==> src/rtl/sink_serializer.sv <==
// -----------------------------------------------------------------------------
// sink_serializer
//
// Takes packets from network_sink through a valid/ready handshake and queues
// up to DEPTH of them in a small FIFO. It sends each packet to a byte-oriented
// host transmitter as NB = ceil(PKT_WIDTH/BYTE_WIDTH) words. Each word is
// BYTE_WIDTH bits wide. The most significant word goes first, and the packet
// is zero-extended on the MSB side.
//
// Build option:
//   SERIALIZER_SYNC_EN - when this macro is defined, a header word (SYNC_WORD)
//                        is sent before every packet.
//
// Ports:
//   clk         rising-edge clock for all logic
//   rst         synchronous active-high reset; clears the FIFO and any packet
//               that is part-way through serialization
//   pkt_valid   the sink presents a packet
//   pkt_ready   the FIFO has room; driven from count only and held low during rst
//   pkt         packet data (PKT_WIDTH bits)
//   byte_valid  byte_out holds a valid word
//   byte_ready  the transmitter accepts the current word
//   byte_out    the current word (BYTE_WIDTH bits)
//   count       packets waiting in the FIFO, not counting the one being sent
//
// DEPTH must be a power of two and at least 2. The pointers rely on natural
// wrap-around.
// -----------------------------------------------------------------------------
module sink_serializer #(
    parameter int PKT_WIDTH  = 16,
    parameter int BYTE_WIDTH = 8,
    parameter int DEPTH      = 4,
    parameter     SYNC_WORD  = 8'hA5
) (
    input  logic                       clk,
    input  logic                       rst,
    input  logic                       pkt_valid,
    output logic                       pkt_ready,
    input  logic [PKT_WIDTH-1:0]       pkt,
    output logic                       byte_valid,
    input  logic                       byte_ready,
    output logic [BYTE_WIDTH-1:0]      byte_out,
    output logic [$clog2(DEPTH+1)-1:0] count
);

    localparam int NB   = (PKT_WIDTH + BYTE_WIDTH - 1) / BYTE_WIDTH;
    localparam int SR_W = NB * BYTE_WIDTH;
    localparam int CW   = $clog2(DEPTH + 1);
    localparam int PW   = $clog2(DEPTH);
    localparam int IW   = (NB > 1) ? $clog2(NB) : 1;
    localparam logic [IW-1:0] LAST_IDX = IW'(NB - 1);

`ifdef SERIALIZER_SYNC_EN
    typedef enum logic [1:0] {IDLE, HDR, SEND} state_t;
    // Every packet begins with the header word.
    localparam state_t PKT_START = HDR;
    localparam logic [BYTE_WIDTH-1:0] SYNC_BYTE = BYTE_WIDTH'(SYNC_WORD);
`else
    typedef enum logic [0:0] {IDLE, SEND} state_t;
    localparam state_t PKT_START = SEND;
`endif

    state_t              state_reg, state_next;
    logic [IW-1:0]       idx_reg, idx_next;
    logic [SR_W-1:0]     word_reg;
    logic [CW-1:0]       count_reg, count_next;
    logic [PW-1:0]       wr_ptr_reg, rd_ptr_reg;
    logic [PKT_WIDTH-1:0] mem [DEPTH];
    logic                push, load;
    logic [BYTE_WIDTH-1:0] words [NB];

    // The packet buffer viewed as an array of words, with word 0 being the MSB
    // word.
    genvar gi;
    generate
        for (gi = 0; gi < NB; gi++) begin : g_words
            assign words[gi] = word_reg[(NB - 1 - gi) * BYTE_WIDTH +: BYTE_WIDTH];
        end
    endgenerate

    // When full, no push is accepted, even if a pop happens in the same
    // cycle. This keeps pkt_ready independent of the output side.
    assign pkt_ready = !rst && (count_reg < CW'(DEPTH));
    assign push      = pkt_valid && pkt_ready;
    assign count     = count_reg;

    always_comb begin
        state_next = state_reg;
        idx_next   = idx_reg;
        load       = 1'b0;
        case (state_reg)
            IDLE: begin
                if (count_reg != '0) begin
                    load       = 1'b1;
                    idx_next   = '0;
                    state_next = PKT_START;
                end
            end
`ifdef SERIALIZER_SYNC_EN
            HDR: begin
                if (byte_ready) begin
                    state_next = SEND;
                end
            end
`endif
            SEND: begin
                if (byte_ready) begin
                    if (idx_reg == LAST_IDX) begin
                        idx_next = '0;
                        // Reload straight from the FIFO head so there is no
                        // idle cycle between packets.
                        if (count_reg != '0) begin
                            load       = 1'b1;
                            state_next = PKT_START;
                        end else begin
                            state_next = IDLE;
                        end
                    end else begin
                        idx_next = idx_reg + 1'b1;
                    end
                end
            end
            default: state_next = IDLE;
        endcase
    end

    // A pop always goes with a load into the packet buffer.
    always_comb begin
        count_next = count_reg;
        case ({push, load})
            2'b10:   count_next = count_reg + 1'b1;
            2'b01:   count_next = count_reg - 1'b1;
            default: count_next = count_reg;
        endcase
    end

    always_comb begin
        byte_valid = (state_reg != IDLE);
        byte_out   = '0;
        case (state_reg)
            SEND:    byte_out = words[idx_reg];
`ifdef SERIALIZER_SYNC_EN
            HDR:     byte_out = SYNC_BYTE;
`endif
            default: byte_out = '0;
        endcase
    end

    always_ff @(posedge clk) begin
        if (rst) begin
            state_reg  <= IDLE;
            idx_reg    <= '0;
            word_reg   <= '0;
            count_reg  <= '0;
            wr_ptr_reg <= '0;
            rd_ptr_reg <= '0;
        end else begin
            state_reg <= state_next;
            idx_reg   <= idx_next;
            count_reg <= count_next;
            if (push) begin
                wr_ptr_reg <= wr_ptr_reg + 1'b1;
            end
            if (load) begin
                rd_ptr_reg <= rd_ptr_reg + 1'b1;
                word_reg   <= SR_W'(mem[rd_ptr_reg]);
            end
        end
    end

    // FIFO storage. The packet buffer is the registered copy of the head
    // entry, so the array itself is read without a separate output register.
    always_ff @(posedge clk) begin
        if (push) begin
            mem[wr_ptr_reg] <= pkt;
        end
    end

endmodule

==> config.mk <==
export PLATFORM = sky130hd
export DESIGN_NAME = sink_serializer
export DESIGN_NICKNAME = d
export VERILOG_FILES = /design/src/rtl/sink_serializer.sv
export SDC_FILE = /design/constraint.sdc
export NUM_CORES = 1
export LEC_CHECK = 0
export BUFFER_PORTS_ARGS = -buffer_cell sky130_fd_sc_hd__buf_2
export CORE_MARGIN = 2
export CORE_UTILIZATION = 50
export CTS_CLUSTER_SIZE = 25
export DETAILED_ROUTE_END_ITERATION = 8
export PLACE_DENSITY = 0.73
export SYNTH_ARGS = -nofsm -noshare
export SYNTH_HDL_FRONTEND = slang
export SYNTH_SLANG_ARGS = --single-unit
==> constraint.sdc <==
create_clock -name clk -period 1.89 [get_ports clk]
set_input_delay 0.2835 -clock clk [delete_from_list [all_inputs] [get_ports clk]]
set_output_delay 0.2835 -clock clk [all_outputs]
set_load 0.1 [all_outputs]
==> results.sh, run 1 <==
export IMPL_setup_ws_ns=0.0333
export IMPL_clock_skew_ns=0.0103
export IMPL_ir_drop_mv=0.583
export IMPL_worst_r2r_cell_count=8
export IMPL_fin_crit_sh=0.982
export IMPL_syn_avg_cell_area_um2=15.3
export IMPL_cts_tree="done"
export IMPL_drtAntennaViolNets=0
export IMPL_htree_levels=3
export IMPL_synth_edf_count=64
export IMPL_rr_startpoint="byte_valid$_SDFF_PP0_"
export IMPL_io_pins=33
export IMPL_critPathMaxFanout=2
export IMPL_die_h_um=88.6
export IMPL_dp_slack_ns=0.0144
export IMPL_setup_worst_path_class="register to register"
export IMPL_hpwl_um=3770
export IMPL_grt_pass1_vias=1921
export IMPL_cts_made_buffers=9
export IMPL_routedWlPerCell_um=16.0
export IMPL_synth_area_leaders="edfxtp_1, dfxtp_1, mux4_2"
export IMPL_maxCapViolCount=0
export IMPL_min_period_ns=1.86
export IMPL_synthArstFlopShare=0
export IMPL_critPathRequiredTime_ns=2.17
export IMPL_setup_viol=0
export IMPL_via_per_inst=5.39
export IMPL_arrival_ns=2.13
export IMPL_min_path_type="primary input to register"
export IMPL_largest_reg_flops=64
export IMPL_netlist_instances=233
export IMPL_placed_area_um2=4090
export IMPL_hold_path_endpoint="mem[1][9]$_DFFE_PP_"
export IMPL_dr_pass1_iters=4
export IMPL_synth_distinct_cells=32
export IMPL_synth_common_cells="edfxtp_1, dfxtp_1, a21oi_1"
export IMPL_slew_viol_final=0
export IMPL_yosysSeqAreaShare=0.677
export IMPL_drt_iter0_drc=218
export IMPL_seqCellArea_um2=2440
export IMPL_die_area_um2=7840
export IMPL_hold_depth=1
export IMPL_post_cts_buffers=0
export IMPL_drc=0
export IMPL_ys_flop_type="edfxtp_1"
export IMPL_synth_area_um2=3580
export IMPL_critPathLaunch="byte_valid$_SDFF_PP0_"
export IMPL_core_um2=6870
export IMPL_pwr_density_cell_nw_per_um2=1470
export IMPL_diodes=0
export IMPL_clk_pin_slew_ns=0.09
export IMPL_areaGrowthSynthToFinish_pct=21.1
export IMPL_grtUsageTotal=0.167
export IMPL_grt_pass1_wl_um=9530
export IMPL_synth_most_common_cell="edfxtp_1"
export IMPL_routed_wl_um=5970
export IMPL_start_util=0.521
export IMPL_hold_viol_final=0
export IMPL_rsz0062_at_grt="true"
export IMPL_crit_path_end_kind="register"
export IMPL_postSynthRegisterBits=89
export IMPL_cts_max_path_buffers=2
export IMPL_cts_sinks=89
export IMPL_fmax_mhz=539
export IMPL_outcome="finished, final reports clean"
export IMPL_multiInputGateArea_um2=1140
export IMPL_numPortBuffers=32
export IMPL_r2r_slack_ns=0.03
export IMPL_floorplan_rows=30
export IMPL_vias=2017
export IMPL_drive_gt1_frac=0.363
export IMPL_grt_max_degree=28
export IMPL_placedCellCount=358
export IMPL_synthesis_nets=259
export IMPL_p_leak_nw=1.44
export IMPL_final_core_util=0.630
export IMPL_synth_top_area_frac=0.537
export IMPL_hp_start="pkt[9]"
export IMPL_yosys_warnings=0
export IMPL_cts_root_buffer="clkbuf_8"
export IMPL_start_kind="register"
export IMPL_num_fill_cells=504
export IMPL_slew_limit_headroom=0.588
export IMPL_timing_rr_end="count[2]$_SDFFE_PP0P_"
export IMPL_die_w_um=88.6
export IMPL_final_nets=299
export IMPL_fin_tns_setup_ns=0
export IMPL_antenna_found_initial=0
export IMPL_synth_top_area_cell="edfxtp_1"
export IMPL_stdcell_area_um2=4330
export IMPL_worstMarginPinSlew_ns=0.618
export IMPL_gp_congestion=0.707
export IMPL_stdcell_count=374
export IMPL_clock_latency_ns=0.34
export IMPL_grt_ovfl_total=0
## cell type report
cell class                      instances  share of cell area
Tap cell                               96              0.0277
Sequential cell                        89               0.563
Timing Repair Buffer                   45              0.0901
Inverter                                7             0.00607
Clock inverter                          5              0.0185
Clock buffer                           11              0.0303
Multi-Input combinational cell        121               0.264
## how the worst max path moves through the flow
stage                       endpoint  slack (ns)  cells after the start
5_1_grt        count[2]$_SDFFE_PP0P_       -0.03                      8
3_3_place_gp   count[2]$_SDFFE_PP0P_        0.08                      9
2_1_floorplan  count[2]$_SDFFE_PP0P_       -0.17                      9
4_1_cts        count[2]$_SDFFE_PP0P_        0.01                      8
6_report       count[2]$_SDFFE_PP0P_        0.03                      8
3_5_place_dp   count[2]$_SDFFE_PP0P_        0.01                      8
## power breakdown
part / total (mW) / internal (mW) / switching, mW
registers: 2.56 / 2.40 / 0.159
logic: 2.43 / 0.968 / 1.46
clock network: 1.36 / 0.744 / 0.620
## what timing repair did
| action | CTS | global route |
|---|---|---|
| endpoints found under the setup margin | 0 | 3 |
| hold endpoints to repair | 0 | 0 |
| gates resized for setup | 0 | 5 |
| hold buffers | 0 | 0 |
## cells in the final DEF (no fill, tap or decap), types with 2 or more instances in the layout
cell	synthesis	final
edfxtp_1	64	64
buf_2	8	24
dfxtp_1	25	21
a21oi_1	21	20
o21ai_0	18	18
mux4_2	16	16
nand3_1	16	16
buf_4	1	12
clkbuf_8	0	9
buf_12	0	9
nor2b_4	0	7
inv_1	7	6
mux2i_1	8	5
nor2_1	7	5
and2_1	4	4
ha_1	5	4
dfxtp_4	0	4
mux2i_2	0	3
or3_1	3	3
nor3_2	1	2
xor2_1	2	2
clkbuf_1	5	2
bufinv_16	0	2
## cell families after synthesis
logic type	Yosys count	synth area share
buffers and inverters	23	0.0304
adders and majority gates	6	0.0231
xor gates and xnor gates	3	0.00735
DFF	89	0.677
AOI/OAI and AO/OA	45	0.0721
muxes	24	0.123
and+or+nand+nor	43	0.0665
## worst max-delay path: stages, from the launching register on
cell      delay [ns]
dfxtp_4         0.34
a21boi_2        0.17
nor2_4          0.12
ha_4            0.15
inv_2           0.04
fa_2            0.33
xor2_1          0.18
or3_1           0.34
a21oi_2         0.13
## layer usage
layer / track usage / part of all wire / routed length (µm) / vias to the layer above
met5: 0 / 0 / 0 / -
met4: 0.0579 / 0.0089 / 53 / 0
met3: 0.0448 / 0.043 / 256 / 6
met2: 0.261 / 0.50 / 2970 / 52
met1: 0.230 / 0.45 / 2690 / 1000
li1: - / - / - / 959
## through the flow
stage	hold WS [ns]	total power, mW
2_1_floorplan	0.382	4.42
3_3_place_gp	0.464	4.91
3_5_place_dp	0.472	4.97
4_1_cts	0.142	6.33
5_1_grt	0.139	6.71
6_report	0.155	6.35
No activity file was read; power rests on OpenSTA's default activity.
==> inputs of run 2 (changes only) <==
--- a/config.mk
+++ b/config.mk
@@ -10,6 +10,7 @@
 export CORE_UTILIZATION = 50
 export CTS_CLUSTER_SIZE = 25
 export DETAILED_ROUTE_END_ITERATION = 8
+export GPL_TIMING_DRIVEN = 0
 export PLACE_DENSITY = 0.73
 export SYNTH_ARGS = -nofsm -noshare
 export SYNTH_HDL_FRONTEND = slang
==> run 2 against run 1 <==
Net effect: final cell count up 1.3%; clock skew down 0.0036 ns; global-route usage up 1.2 points; largest cell class unchanged; largest power group unchanged; critical path type unchanged; routed wire length up 4.1%; combinational power about the same; sequential share of layout area up 1.7 points; fmax about the same; non-clock buffer count up 5; register-to-register slack about the same; count of clock-buffer cells in the layout up 1; via count up 0.40%.
==> results.sh, run 2 (synthesis results as in run 1) <==
export IMPL_outcome="finished, final reports clean"
export IMPL_cts_max_path_buffers=2
export IMPL_grt_max_degree=17
export IMPL_floorplan_rows=30
export IMPL_setup_viol=0
export IMPL_fmax_mhz=539
export IMPL_start_kind="register"
export IMPL_arrival_ns=2.15
export IMPL_m1WireLength_um=2920
export IMPL_slew_viol_final=0
export IMPL_die_w_um=88.6
export IMPL_start_util=0.521
export IMPL_p_seq_frac=0.419
export IMPL_cp_top_family="adder cells"
export IMPL_multiInputGateArea_um2=1170
export IMPL_die_area_um2=7840
export IMPL_via_per_inst=5.34
export IMPL_power_frac_comb=0.397
export IMPL_drt_iter0_drc=139
export IMPL_drive_gt1_frac=0.375
export IMPL_clock_latency_ns=0.36
export IMPL_p_int_mw=3.84
export IMPL_setup_ws_ns=0.0338
export IMPL_num_fill_cells=534
export IMPL_clk_pin_slew_ns=0.08
export IMPL_pwr_density_cell_nw_per_um2=1460
export IMPL_io_pins=33
export IMPL_hpwl_um=3970
export IMPL_crit_slowest_cell="dfxtp_4"
export IMPL_wl_met3_um=269
export IMPL_min_period_ns=1.86
export IMPL_mostFrequentLayoutCells="edfxtp_1, buf_2, a21oi_1, dfxtp_1, o21ai_0"
export IMPL_layout_commonest_cell="edfxtp_1"
export IMPL_min_path_type="primary input to register"
export IMPL_ir_drop_mv=0.690
export IMPL_hold_viol_final=0
export IMPL_worstMarginPinSlew_ns=0.511
export IMPL_setup_worst_path_class="register to register"
export IMPL_switching_share=0.373
export IMPL_crit_path_max_incr_delay_ns=0.36
export IMPL_top_layer_used="met4"
export IMPL_p_leak_nw=1.41
export IMPL_path_buf_inv=1
export IMPL_vias=2025
export IMPL_crit_path_end_kind="register"
export IMPL_drtAntennaViolNets=0
export IMPL_fin_crit_sh=0.982
export IMPL_cts_tree="done"
export IMPL_diodes=0
export IMPL_rsz0062_at_grt="true"
export IMPL_grt_pass1_vias=1999
export IMPL_core_um2=6870
export IMPL_cts_made_buffers=9
export IMPL_clock_skew_ns=0.00664
export IMPL_seqCellArea_um2=2440
export IMPL_routed_wl_um=6220
export IMPL_pwr_share_clk=0.184
export IMPL_routedWlPerCell_um=16.4
export IMPL_dp_slack_ns=-0.176
export IMPL_dr_pass1_iters=4
export IMPL_p_sw_mw=2.29
export IMPL_final_nets=304
export IMPL_numPortBuffers=31
export IMPL_cts_sinks=89
export IMPL_cts_root_buffer="clkbuf_8"
export IMPL_largest_reg_flops=64
export IMPL_die_h_um=88.6
export IMPL_critPathRequiredTime_ns=2.18
export IMPL_path_cells="a21boi_4 -> nor2_4 -> ha_4 -> inv_2 -> fa_2 -> xor2_1 -> or3_1 -> a21oi_1"
export IMPL_antenna_found_initial=0
export IMPL_grtUsageTotal=0.179
export IMPL_gp_congestion=0.818
export IMPL_drc=0
export IMPL_slew_limit_headroom=0.659
export IMPL_route_met2_wl_um=2920
export IMPL_critPathMaxFanout=10
export IMPL_htree_levels=3
export IMPL_grt_pass1_wl_um=9980
export IMPL_timing_hold_ws_ns=0.135
export IMPL_maxCapViolCount=0
export IMPL_areaGrowthSynthToFinish_pct=17.6
export IMPL_grt_ovfl_total=0
## run 2: power by group through the flow
| stage | Combinational (mW) | Sequential, mW | Clock, mW |
|---|---|---|---|
| finish | 2.43 | 2.57 | 1.13 |
| global route | 2.64 | 2.60 | 1.23 |
| CTS | 2.39 | 2.57 | 1.15 |
| detailed placement | 2.27 | 2.60 | 0 |
| global placement | 2.24 | 2.59 | 0 |
| floorplan | 1.65 | 2.78 | 0 |
## run 2: final cells by class
class | count | area share
flip-flops and latches | 89 | 0.580
repair buffers | 35 | 0.0488
clock buffers | 12 | 0.0321
clock inverters | 4 | 0.00684
multi-input cells | 121 | 0.277
plain buffers | 15 | 0.0202
well taps | 96 | 0.0286
inverters | 7 | 0.00625
## run 2: layer usage
metal / GRT usage / vias to the layer above
met1: 0.249 / 1002
li1: - / 974
met2: 0.260 / 41
met5: 0 / -
met4: 0.0826 / 0
met3: 0.0569 / 8
## run 2: final timing paths
check                                  end  slack [ns]  cells past startpoint                startpoint
hold / removal         mem[3][4]$_DFFE_PP_        0.13                      1                    pkt[4]
setup reg to reg     count[2]$_SDFFE_PP0P_        0.03                      8     byte_valid$_SDFF_PP0_
setup / recovery     count[2]$_SDFFE_PP0P_        0.03                      8     byte_valid$_SDFF_PP0_
hold reg to reg   word_reg[6]$_SDFFE_PP0P_        0.49                      2  word_reg[6]$_SDFFE_PP0P_
## run 2: repair_timing
item                                    CTS  global route
endpoints found under the setup margin   73            58
gates resized for setup                  18             4
buffers inserted                          2             2
hold buffers                              0             0
pin swaps                                 1             1
## run 2: metrics by stage
step	utilization	instance area, µm²	total power [mW]	std cells	TNS, ns
after floorplan	-	3670	4.42	233	-0.305
after global placement	0.574	3950	4.83	360	-9.02
after detailed placement	0.574	3950	4.87	360	-10.44
after CTS	0.609	4190	6.11	377	0
after global routing	0.612	4210	6.47	379	-0.0409
final	0.612	4210	6.13	379	0
==> inputs of run 3 (changes only) <==
--- a/config.mk
+++ b/config.mk
@@ -5,13 +5,14 @@
 export SDC_FILE = /design/constraint.sdc
 export NUM_CORES = 1
 export LEC_CHECK = 0
+export ABC_AREA = 1
 export BUFFER_PORTS_ARGS = -buffer_cell sky130_fd_sc_hd__buf_2
 export CORE_MARGIN = 2
 export CORE_UTILIZATION = 50
 export CTS_CLUSTER_SIZE = 25
 export DETAILED_ROUTE_END_ITERATION = 8
 export GPL_TIMING_DRIVEN = 0
-export PLACE_DENSITY = 0.73
+export PLACE_DENSITY = 0.72
 export SYNTH_ARGS = -nofsm -noshare
 export SYNTH_HDL_FRONTEND = slang
 export SYNTH_SLANG_ARGS = --single-unit
==> run 3 against run 2 <==
Net effect: fmax rose by 1.2%; largest cell class unchanged; global-route usage rose by 1.9 points; first-iteration DRC count fell by 21%.
==> results.sh, run 3 <==
export IMPL_worstMarginPinSlew_ns=1.00
export IMPL_hold_buffers=0
export IMPL_routedWlPerCell_um=13.4
export IMPL_cp_common_cell="buf_4"
export IMPL_diodes=0
export IMPL_min_period_ns=1.83
export IMPL_start_util=0.514
export IMPL_ys_flop_type="edfxtp_1"
export IMPL_drt_iter0_drc=110
export IMPL_die_area_um2=8680
export IMPL_cts_tree="done"
export IMPL_setup_viol=0
export IMPL_cts_made_buffers=9
export IMPL_path_cells="buf_6 -> buf_4 -> o21ai_0 -> a21oi_4 -> buf_4"
export IMPL_crit_slowest_cell="dfxtp_1"
export IMPL_slew_viol_final=0
export IMPL_drtAntennaViolNets=0
export IMPL_synth_top_area_frac=0.484
export IMPL_grt_max_degree=17
export IMPL_final_core_util=0.602
export IMPL_grt_ovfl_total=0
export IMPL_ir_drop_mv=0.562
export IMPL_drc=0
export IMPL_yosys_area_share_adder=0.0208
export IMPL_synth_most_common_cell="nand2_1"
export IMPL_synth_xor_area_frac=0
export IMPL_synth_mux_area_frac=0
export IMPL_antenna_found_initial=0
export IMPL_critPathRequiredTime_ns=1.61
export IMPL_path_buf_inv=3
export IMPL_num_fill_cells=629
export IMPL_die_h_um=93.2
export IMPL_fin_tns_setup_ns=0
export IMPL_setup_worst_path_class="register to primary output"
export IMPL_fin_crit_sh=0.970
export IMPL_outcome="finished, final reports clean"
export IMPL_io_pins=33
export IMPL_slew_limit_headroom=0.330
export IMPL_crit_path_max_incr_delay_ns=0.33
export IMPL_seqCellArea_um2=2440
export IMPL_cts_sinks=89
export IMPL_min_path_type="primary input to register"
export IMPL_synthArstFlopShare=0
export IMPL_core_um2=7730
export IMPL_syn_avg_cell_area_um2=8.95
export IMPL_synth_area_leaders="edfxtp_1, dfxtp_1, nand2_1"
export IMPL_yosysSeqAreaShare=0.610
export IMPL_synth_top_area_cell="edfxtp_1"
export IMPL_synth_simple_area_share=0.209
export IMPL_die_w_um=93.2
export IMPL_routed_wl_um=7940
export IMPL_rsz0062_at_grt="false"
export IMPL_placedCellCount=578
export IMPL_synth_top_family_by_area="simple AND/OR/NAND/NOR gates"
export IMPL_yosys_warnings=0
export IMPL_mostFrequentLayoutCells="nand2_1, inv_1, edfxtp_1, nor2_1, nand3_1"
export IMPL_synth_distinct_cells=18
export IMPL_pwr_density_cell_nw_per_um2=1470
export IMPL_hold_viol_final=0
export IMPL_hpwl_um=5280
export IMPL_netlist_instances=444
export IMPL_areaGrowthSynthToFinish_pct=17.1
export IMPL_layout_commonest_cell="nand2_1"
export IMPL_stdcell_count=594
export IMPL_synth_common_cells="nand2_1, inv_1, edfxtp_1"
export IMPL_crit_path_end_kind="primary output"
export IMPL_vias=2816
export IMPL_fmax_mhz=545
export IMPL_largest_reg_flops=64
export IMPL_dr_pass1_iters=4
export IMPL_grtUsageTotal=0.198
export IMPL_clock_skew_ns=0.00577
export IMPL_synth_edf_count=64
export IMPL_synthesis_nets=470
export IMPL_critPathMaxFanout=7
export IMPL_grt_pass1_vias=2696
export IMPL_synth_area_um2=3970
export IMPL_maxCapViolCount=0
export IMPL_floorplan_rows=32
export IMPL_via_per_inst=4.74
export IMPL_cts_max_path_buffers=2
export IMPL_drive_gt1_frac=0.183
export IMPL_arrival_ns=1.55
export IMPL_cts_root_buffer="clkbuf_8"
export IMPL_numPortBuffers=32
export IMPL_gp_congestion=0.826
export IMPL_final_nets=513
export IMPL_grt_pass1_wl_um=12800
export IMPL_clk_pin_slew_ns=0.08
export IMPL_synth_compound_area_frac=0.0365
export IMPL_postSynthRegisterBits=89
export IMPL_start_kind="register"
export IMPL_multiInputGateArea_um2=1200
export IMPL_cp_top_family="buffers and inverters"
export IMPL_htree_levels=3
export IMPL_p_leak_nw=2.16
export IMPL_clock_latency_ns=0.35
[run 3: per-stage QoR]
step	area (µm²)	setup WS (ns)	hold slack, ns	power, mW
after floorplan	4120	-0.143	0.343	4.91
after global placement	4400	-0.0729	0.496	5.44
after detailed placement	4400	-0.0967	0.500	5.52
after CTS	4630	0.00334	0.131	6.82
after global routing	4650	0.00341	0.129	7.27
final	4650	0.0563	0.141	6.84
[run 3: worst paths after layout]
path,startpoint,to,slack [ns],cells past startpoint
min reg2reg,word_reg[13]$_SDFFE_PP0P_,word_reg[13]$_SDFFE_PP0P_,0.52,4
max,idx_reg$_SDFFE_PP0P_,byte_out[7],0.06,5
min,pkt[8],mem[2][8]$_DFFE_PP_,0.14,1
max reg2reg,wr_ptr_reg[1]$_SDFFE_PP0P_,mem[1][11]$_DFFE_PP_,0.10,4
[run 3: area by class of cell]
class                           count  share of cell area
Multi-Input combinational cell    239               0.257
Sequential cell                    89               0.524
Clock inverter                      4             0.00941
Clock buffer                       12              0.0290
Tap cell                          102              0.0274
Inverter                           98              0.0802
Buffer                             17              0.0282
Timing Repair Buffer               33              0.0446
[run 3: logic make-up after synthesis]
family | Yosys count
AOI/OAI and AO/OA | 29
DFF | 89
buffers and inverters | 116
and+or+nand+nor | 204
adders and majority gates | 6
[run 3: metal layers]
layer | track usage | routed length (µm)
met5 | 0 | 0
met4 | 0.0784 | 127
met3 | 0.0395 | 309
met2 | 0.342 | 3980
met1 | 0.243 | 3530
[run 3: what timing repair did]
| action | 4_1_cts | 5_1_grt |
|---|---|---|
| gates cloned | 0 | 0 |
| setup buffers | 0 | 1 |
| hold endpoints to repair | 0 | 0 |
| gates resized for setup | 16 | 10 |
| pin swaps | 0 | 0 |
| setup endpoints to repair | 9 | 25 |
[run 3: report_power, final]
group          switching [mW]  leakage (nW)  internal (mW)  total [mW]
Combinational            2.13          1.27          0.917        3.05
Sequential              0.134         0.790           2.41        2.54
Clock                   0.644        0.0918          0.605        1.25
Total                    2.91          2.16           3.93        6.84
